**config.mk**
```make
export PLATFORM = sky130hd
export DESIGN_NAME = cache_fill_ctrl
export DESIGN_NICKNAME = d
export VERILOG_FILES = /design/src/rtl/cache_pkg.sv /design/src/rtl/fill_word_counter.sv /design/src/rtl/cache_fill_ctrl.sv
export SDC_FILE = /design/constraint.sdc
export NUM_CORES = 1
export LEC_CHECK = 0
export CAP_MARGIN = 20
export CORE_UTILIZATION = 36
export DETAILED_ROUTE_END_ITERATION = 8
export PLACE_DENSITY = 0.86
export SYNTH_ARGS = -nofsm -noshare
export SYNTH_HDL_FRONTEND = slang
export SYNTH_SLANG_ARGS = --single-unit
```
**constraint.sdc**
```tcl
create_clock -name clk -period 2.7 [get_ports clk]
set_clock_uncertainty 0.05 [all_clocks]
set_input_delay 0.405 -clock clk [delete_from_list [all_inputs] [get_ports clk]]
set_output_delay 0.405 -clock clk [all_outputs]
set_load 0.01 [all_outputs]
```
**src/rtl/cache_pkg.sv**
```systemverilog
// cache_pkg: fill-engine state encoding, fill-target selects and line-offset width helper
package cache_pkg;
  typedef enum logic [1:0] {IDLE, REQ, DRAIN, DONE} state_t;
  localparam logic SEL_I = 1'b0;
  localparam logic SEL_D = 1'b1;
  function automatic int off_w(input int line_words);
    return $clog2(line_words) + 1;
  endfunction
endpackage

```
**src/rtl/fill_word_counter.sv**
```systemverilog
// fill_word_counter: wrapping word-offset counter; last flags the offset just before wrapping back to start
module fill_word_counter #(
  parameter int WORDS = 8,
  parameter int CW = $clog2(WORDS)
) (
  input  logic          clk,
  input  logic          rst,
  input  logic          load,
  input  logic [CW-1:0] start,
  input  logic          inc,
  output logic [CW-1:0] value,
  output logic          last
);
  logic [CW-1:0] start_q;
  always_ff @(posedge clk or posedge rst) begin
    if (rst) begin
      value   <= '0;
      start_q <= '0;
    end else if (load) begin
      value   <= start;
      start_q <= start;
    end else if (inc) begin
      value   <= value + CW'(1);
    end
  end
  assign last = (value + CW'(1)) == start_q;
endmodule

```
**src/rtl/cache_fill_ctrl.sv**
```systemverilog
// cache_fill_ctrl: arbitrates I/D line misses and streams line fills from shared memory.
// Define CRITICAL_WORD_FIRST_EN to start each fill at the missed word and add crit_valid.
module cache_fill_ctrl
  import cache_pkg::*;
#(
  parameter int ADDR_W      = 16,
  parameter int WORD_W      = 16,
  parameter int LINE_WORDS  = 8,
  parameter int MEM_LATENCY = 4
) (
  input  logic                          clk,
  input  logic                          rst,
  input  logic                          i_miss,
  input  logic [ADDR_W-1:0]             i_miss_addr,
  input  logic                          d_miss,
  input  logic [ADDR_W-1:0]             d_miss_addr,
  output logic                          mem_en,
  output logic [ADDR_W-1:0]             mem_addr,
  input  logic                          mem_valid,
  input  logic [WORD_W-1:0]             mem_rdata,
  output logic                          fill_we,
  output logic                          fill_sel,
  output logic [$clog2(LINE_WORDS)-1:0] fill_idx,
  output logic [WORD_W-1:0]             fill_data,
  output logic [ADDR_W-1:0]             fill_line_addr,
  output logic                          fill_tag_we,
  output logic                          i_done,
  output logic                          d_done,
  output logic                          busy
`ifdef CRITICAL_WORD_FIRST_EN
  ,
  output logic                          crit_valid
`endif
);
  localparam int CW  = $clog2(LINE_WORDS);
  localparam int OFF = off_w(LINE_WORDS);
  if (MEM_LATENCY < 1 || LINE_WORDS < 2 || (1 << CW) != LINE_WORDS) begin : g_bad_cfg
    $error("cache_fill_ctrl: unsupported LINE_WORDS/MEM_LATENCY");
  end
  state_t            state, state_nx;
  logic              sel, load, req_last, rsp_last, rsp_fin;
  logic [ADDR_W-1:0] base, miss_addr;
  logic [CW-1:0]     start, req_val, rsp_val;
  assign miss_addr = d_miss ? d_miss_addr : i_miss_addr;
  assign load      = state == IDLE && (i_miss || d_miss);
  assign mem_en    = state == REQ;
  // Responses only count while a fill is collecting data; stale or surplus ones fall away.
  assign fill_we   = mem_valid && (state == REQ || state == DRAIN);
  assign rsp_fin   = fill_we && rsp_last;
`ifdef CRITICAL_WORD_FIRST_EN
  logic [CW-1:0] crit_off;
  assign start      = miss_addr[OFF-1:1];
  assign crit_valid = fill_we && rsp_val == crit_off;
  always_ff @(posedge clk or posedge rst) begin
    if (rst) crit_off <= '0;
    else if (load) crit_off <= start;
  end
`else
  assign start = '0;
`endif
  always_ff @(posedge clk or posedge rst) begin
    if (rst) begin
      state <= IDLE;
      sel   <= SEL_I;
      base  <= '0;
    end else begin
      state <= state_nx;
      if (load) begin
        sel  <= d_miss ? SEL_D : SEL_I;
        base <= miss_addr & ~ADDR_W'((1 << OFF) - 1);
      end
    end
  end
  always_comb begin
    state_nx = state;
    unique case (state)
      IDLE:  state_nx = (i_miss || d_miss) ? REQ : IDLE;
      REQ:   state_nx = rsp_fin ? DONE : req_last ? DRAIN : REQ;
      DRAIN: state_nx = rsp_fin ? DONE : DRAIN;
      DONE:  state_nx = IDLE;
    endcase
  end
  fill_word_counter #(.WORDS(LINE_WORDS)) u_req (
    .clk(clk), .rst(rst), .load(load), .start(start), .inc(mem_en), .value(req_val), .last(req_last)
  );
  fill_word_counter #(.WORDS(LINE_WORDS)) u_rsp (
    .clk(clk), .rst(rst), .load(load), .start(start), .inc(fill_we), .value(rsp_val), .last(rsp_last)
  );
  assign mem_addr       = mem_en ? base + ADDR_W'({req_val, 1'b0}) : '0;
  assign fill_sel       = sel;
  assign fill_idx       = fill_we ? rsp_val : '0;
  assign fill_data      = fill_we ? mem_rdata : '0;
  assign fill_line_addr = base;
  assign fill_tag_we    = state == DONE;
  assign i_done         = fill_tag_we && sel == SEL_I;
  assign d_done         = fill_tag_we && sel == SEL_D;
  assign busy           = state != IDLE;
endmodule

```
# Word-level counts from Yosys, hierarchy flattened
# Index checks and enable logic that the tools add are counted.
dict set report word_totals {
  ff_bits 21
  in_bits 53
  out_inout_bits 58
  word_cells 39
}
dict set report classes {
  addsub 3
  eq_ne 3
  mux 14
  n_bitwise 1
  reduce_logical 13
}
# op n
set ops {}
lappend ops {{$mux W16} 3}
lappend ops {{$add A16 B4 Y16} 1}
lappend ops {{$mux W3} 5}
lappend ops {{$pmux W2 S4} 1}
lappend ops {{$add A3 B1 Y3 const B} 2}
lappend ops {{$logic_not A3 Y1} 2}
lappend ops {{$reduce_bool A2 Y1} 3}
lappend ops {{$logic_and A1 B1 Y1} 5}
lappend ops {{$eq A2 B2 Y1 const B} 2}
lappend ops {{$mux W2} 2}
lappend ops {{$mux W1} 3}
lappend ops {{$eq A2 B1 Y1 const B} 1}
lappend ops {{$logic_not A2 Y1} 1}
lappend ops {{$logic_or A1 B1 Y1} 2}
lappend ops {{$not A1 Y1} 1}

# Logic depth before layout (Yosys ltp)
dict set report logic_depth {
  ltp_word 6
  ltp_mapped 6
  mapped_depth_nobuf 5
}

# Cells and area by module
# Synthesis repeated with hierarchy kept, for this count alone.
dict set report unflattened {
  cells_unflattened 179
  hier_area_um2 1764.2
}
# module instances cells_each area_each_um2 seq_area_each_um2
set by_module_without_submodules {}
lappend by_module_without_submodules {cache_fill_ctrl 1 123 1126.1 375.4}
lappend by_module_without_submodules {fill_word_counter 2 28 319.1 150.1}

# Least setup slack after synthesis
# No wires, ideal clock.
dict set report synth_path {
  path_kind {reg-to-output}
  start {reg state[0]}
  end {out fill_data[0]}
  arrival_time_ns 1.178
  t_required_ns 2.245
  setup_slack_ns 1.067
  stages_incl_launch_ff 5
  path_buffers 1
  cell_sequence {dfrtp_1 -> inv_1 -> ha_1 -> clkbuf_1 -> and3_2}
}
dict set report synth_via {
  elab_chain_len 4
  elab_cells_between_ends 5
  cone_classes {eq/ne (2); mux (1); reduce/logical (2)}
}
# item line_no
set synth_rtl {}
lappend synth_rtl {{start, declared} cache_fill_ctrl.sv:40} ;# state_t state, state_nx;
lappend synth_rtl {{start signal, assigned} cache_fill_ctrl.sv:67} ;# state <= state_nx;
lappend synth_rtl {{$eq A2 B1 Y1 or $eq A2 B2 Y1 (tied branches)} cache_fill_ctrl.sv:48} ;# assign fill_we = mem_valid && (state == REQ || state == DRAIN);
lappend synth_rtl {{$logic_or A1 B1 Y1 *} cache_fill_ctrl.sv:48}
lappend synth_rtl {{$logic_and A1 B1 Y1 *} cache_fill_ctrl.sv:48}
lappend synth_rtl {{$mux W16 *} cache_fill_ctrl.sv:92} ;# assign fill_data = fill_we ? mem_rdata : '0;
lappend synth_rtl {{end, declared} cache_fill_ctrl.sv:24} ;# output logic [WORD_W-1:0] fill_data,
# Mark *: on every way between the ends. The rest lies on a longest branch, timed or not.

# Final worst setup path
dict set report layout_path {
  start {reg state[0]}
  end {out fill_we}
}
dict set report layout_via {
  elab_chain_len 3
  elab_cells_between_ends 4
  cone_classes {eq/ne (2); reduce/logical (2)}
}
# item line_no
set layout_rtl {}
lappend layout_rtl {{$eq A2 B1 Y1 or $eq A2 B2 Y1 (tied branches)} cache_fill_ctrl.sv:48}
lappend layout_rtl {{$logic_or A1 B1 Y1 *} cache_fill_ctrl.sv:48}
lappend layout_rtl {{$logic_and A1 B1 Y1 *} cache_fill_ctrl.sv:48}
lappend layout_rtl {{end, declared} cache_fill_ctrl.sv:21} ;# output logic fill_we,
# Marked as above.

==> impl_metrics.tcl <==
set metrics [dict create \
    status "finished clean" \
    cts_hold_buf 0 \
    cts_setup_buffers 0 \
    worstMarginPinSlew_ns 0.802 \
    clk_pin_slew_ns 0.08 \
    crit_chain "inv_1 -> ha_4 -> and2_0 -> clkdlybuf4s50_1" \
    setup_viol 0 \
    synth-seq-cells 21 \
    ant_nets 0 \
    hold_viol_final 0 \
    die_area_sq_um 4160 \
    pin_count 111 \
    syn_inst 150 \
    ir_worst_vdd_v 0.000641 \
    async_flop_share_pct 100 \
    synthTopCellsByCount "21 x dfrtp_1, 16 x and2_1, 15 x nand2_1" \
    syn_area_sq_um 1410 \
    synth.area.top_cells "dfrtp_1 37%, mux2i_1 10%, and2_1 7.1%" \
    critPathSlowestCell "clkdlybuf4s50_1" \
    crit_required_ns 2.25 \
    worstSetupPathType "reg -> out" \
    critPathLaunchType "register" \
    area_growth_pct 73.1 \
    htree_num_levels 1 \
    cts_tree "yes" \
    p_leak_nw 1.11 \
    ys_seq_area_share_pct 37.3 \
    slew_violations 0 \
    period_needed_ns 2.51 \
    worstPathMaxFanout 22 \
    track_usage_pct 18.3 \
    max_freq_ghz 0.398 \
    antenna_found_initial 0 \
    num_rows 22 \
    fp.dieW_um 64.5 \
    yosysMostFrequentCell "dfrtp_1" \
    hold_class "reg -> reg" \
    n_antenna_cell 0 \
    drc_errors 0 \
    dp_hpwl_um 2990 \
    synthFlopType "dfrtp_1" \
    cellPowerDensity_nw_per_um2 863 \
    n_fill_cell 317 \
    synth_area_per_cell_sq_um 9.38 \
    core_area_sq_um 3720 \
    dr.first_iter.drc_count 33 \
    synth-edff-count 0 \
    rsz0062_at_grt "false" \
    place.gp.congestion 0.706 \
    drive_gt1_share_pct 9.02 \
    via_count 1340 \
    synth_cell_types 30 \
    critPathMaxStageDelay_ns 0.59 \
    grt_pass1_wl_um 6000 \
    min_period_over_period_pct 92.9 \
    clock_path_buffers 2 \
    grt.overflow.total 0 \
    grt_max_degree 26 \
    max_slew_margin_pct 46.5 \
    numCtsBuffers 3 \
    fin_nets 306 \
    utilization_pct 65.6 \
    clock_sinks 21 \
    tns_ns 0 \
    synth_top_area_share_pct 37.3 \
    port_buffers 97 \
    maxCapViolations 0 \
    arrival_ns 2.05 \
    viasPerCell 4.59 \
    grt_pass1_vias 1302 \
    wl_per_cell_um 13.1 \
    ys.warnings.count 0 \
    first_pass_iters 4 \
    start_util_pct 37.9 \
    clock_latency_ns 0.26 \
    cp-end-kind "primary output" \
    root_buffer "clkbuf_8" \
    die_h_um 64.5 \
    synth_top_area_cell "dfrtp_1" \
    whs_ns 0.454 \
    wl_um 3830 \
]
## worst paths after layout
check,start,to,slack [ns],depth (start not counted)
setup / recovery,state[0]$_DFF_PP0_,fill_we,0.19,4
hold / removal,fill_line_addr[8]$_DFFE_PP0P_,fill_line_addr[8]$_DFFE_PP0P_,0.45,2
setup reg to reg,state[0]$_DFF_PP0_,state[0]$_DFF_PP0_,1.09,5
hold reg to reg,fill_line_addr[8]$_DFFE_PP0P_,fill_line_addr[8]$_DFFE_PP0P_,0.45,2
max in group asynchronous,rst,fill_line_addr[6]$_DFFE_PP0P_,1.56,2
min in group asynchronous,rst,fill_line_addr[13]$_DFFE_PP0P_,0.55,2
## state kept, by name, summed over array words and instances (netlist names), named ones only
register	flops
fill_line_addr	12
u_rsp.value	3
state	1
fill_sel	1
u_req.value	3
## final cells by class
type	instances	area, sq um	share of cell area (%)
clock inverter	1	5.00	0.205
multi-input combinational	113	785	32.2
timing repair buffer	101	1000	41.1
clock buffer	3	41.3	1.69
inverter	5	18.8	0.770
sequential	21	526	21.6
tap	48	60.1	2.47
## power breakdown
group | switching, mW | internal (mW) | leakage [nW]
Combinational | 0.570 | 0.755 | 0.822
Clock | 0.107 | 0.103 | 0.0255
Sequential | 0.112 | 0.454 | 0.264
Total | 0.789 | 1.31 | 1.11
## metrics by stage
| stage | worst slack [ns] | cell area [sq um] | std cells | power, mW |
|---|---|---|---|---|
| after floorplan | 1.07 | 1420 | 154 | 1.20 |
| after global placement | 0.325 | 2380 | 288 | 1.83 |
| after detailed placement | 0.252 | 2380 | 288 | 1.87 |
| after CTS | 0.0780 | 2430 | 292 | 2.09 |
| after global routing | 0.0836 | 2440 | 292 | 2.26 |
| final | 0.190 | 2440 | 292 | 2.10 |
## per-layer routing
layer  wire length, um  vias up  GRT usage [%]  part of all wire [%]
met3               176        2           4.58                   4.6
met2              2080       34           34.3                    54
met1              1570      621           20.8                    41
met5                 0        -              0                     0
li1                  -      683              -                     -
met4                12        0           3.61                  0.31
## kinds of logic after synthesis
kind of cell,Yosys count,share of synthesized area [%]
XOR/XNOR,4,2.49
AND/OR/NAND/NOR,63,25.1
flip-flops,21,37.3
adder cells (fa/ha/maj),8,7.11
multiplexers,14,9.96
buffers and inverters,20,8.89
AO/OA/AOI/OAI,19,8.89
other,1,0.266
## worst max-delay path, delay by kind of cell (launching register included)
kind	cells	cell delay (ns)
flops	1	0.43
buf+inv	2	0.71
simple gates	1	0.28
fa+ha+maj	1	0.39
## what timing repair did
action,in CTS,in global routing
endpoints found under the setup margin,1,1
gates resized for setup,1,1
pin swaps,0,0
## layout by cell type, fill, tap and decap left out, types with 2 or more instances in the layout
cell type / netlist / routed
and3_2: 10 / 10
o21ai_0: 11 / 11
buf_4: 5 / 4
xnor2_1: 3 / 3
inv_1: 5 / 5
a21oi_1: 2 / 2
conb_1: 1 / 5
and3_1: 10 / 10
ha_1: 8 / 7
clkbuf_8: 0 / 3
dfrtp_1: 21 / 21
nor2_1: 6 / 6
mux2i_1: 14 / 14
clkdlybuf4s50_1: 0 / 97
nand2_1: 15 / 15
and2_1: 16 / 16
No activity file was read; power rests on OpenSTA's default activity.
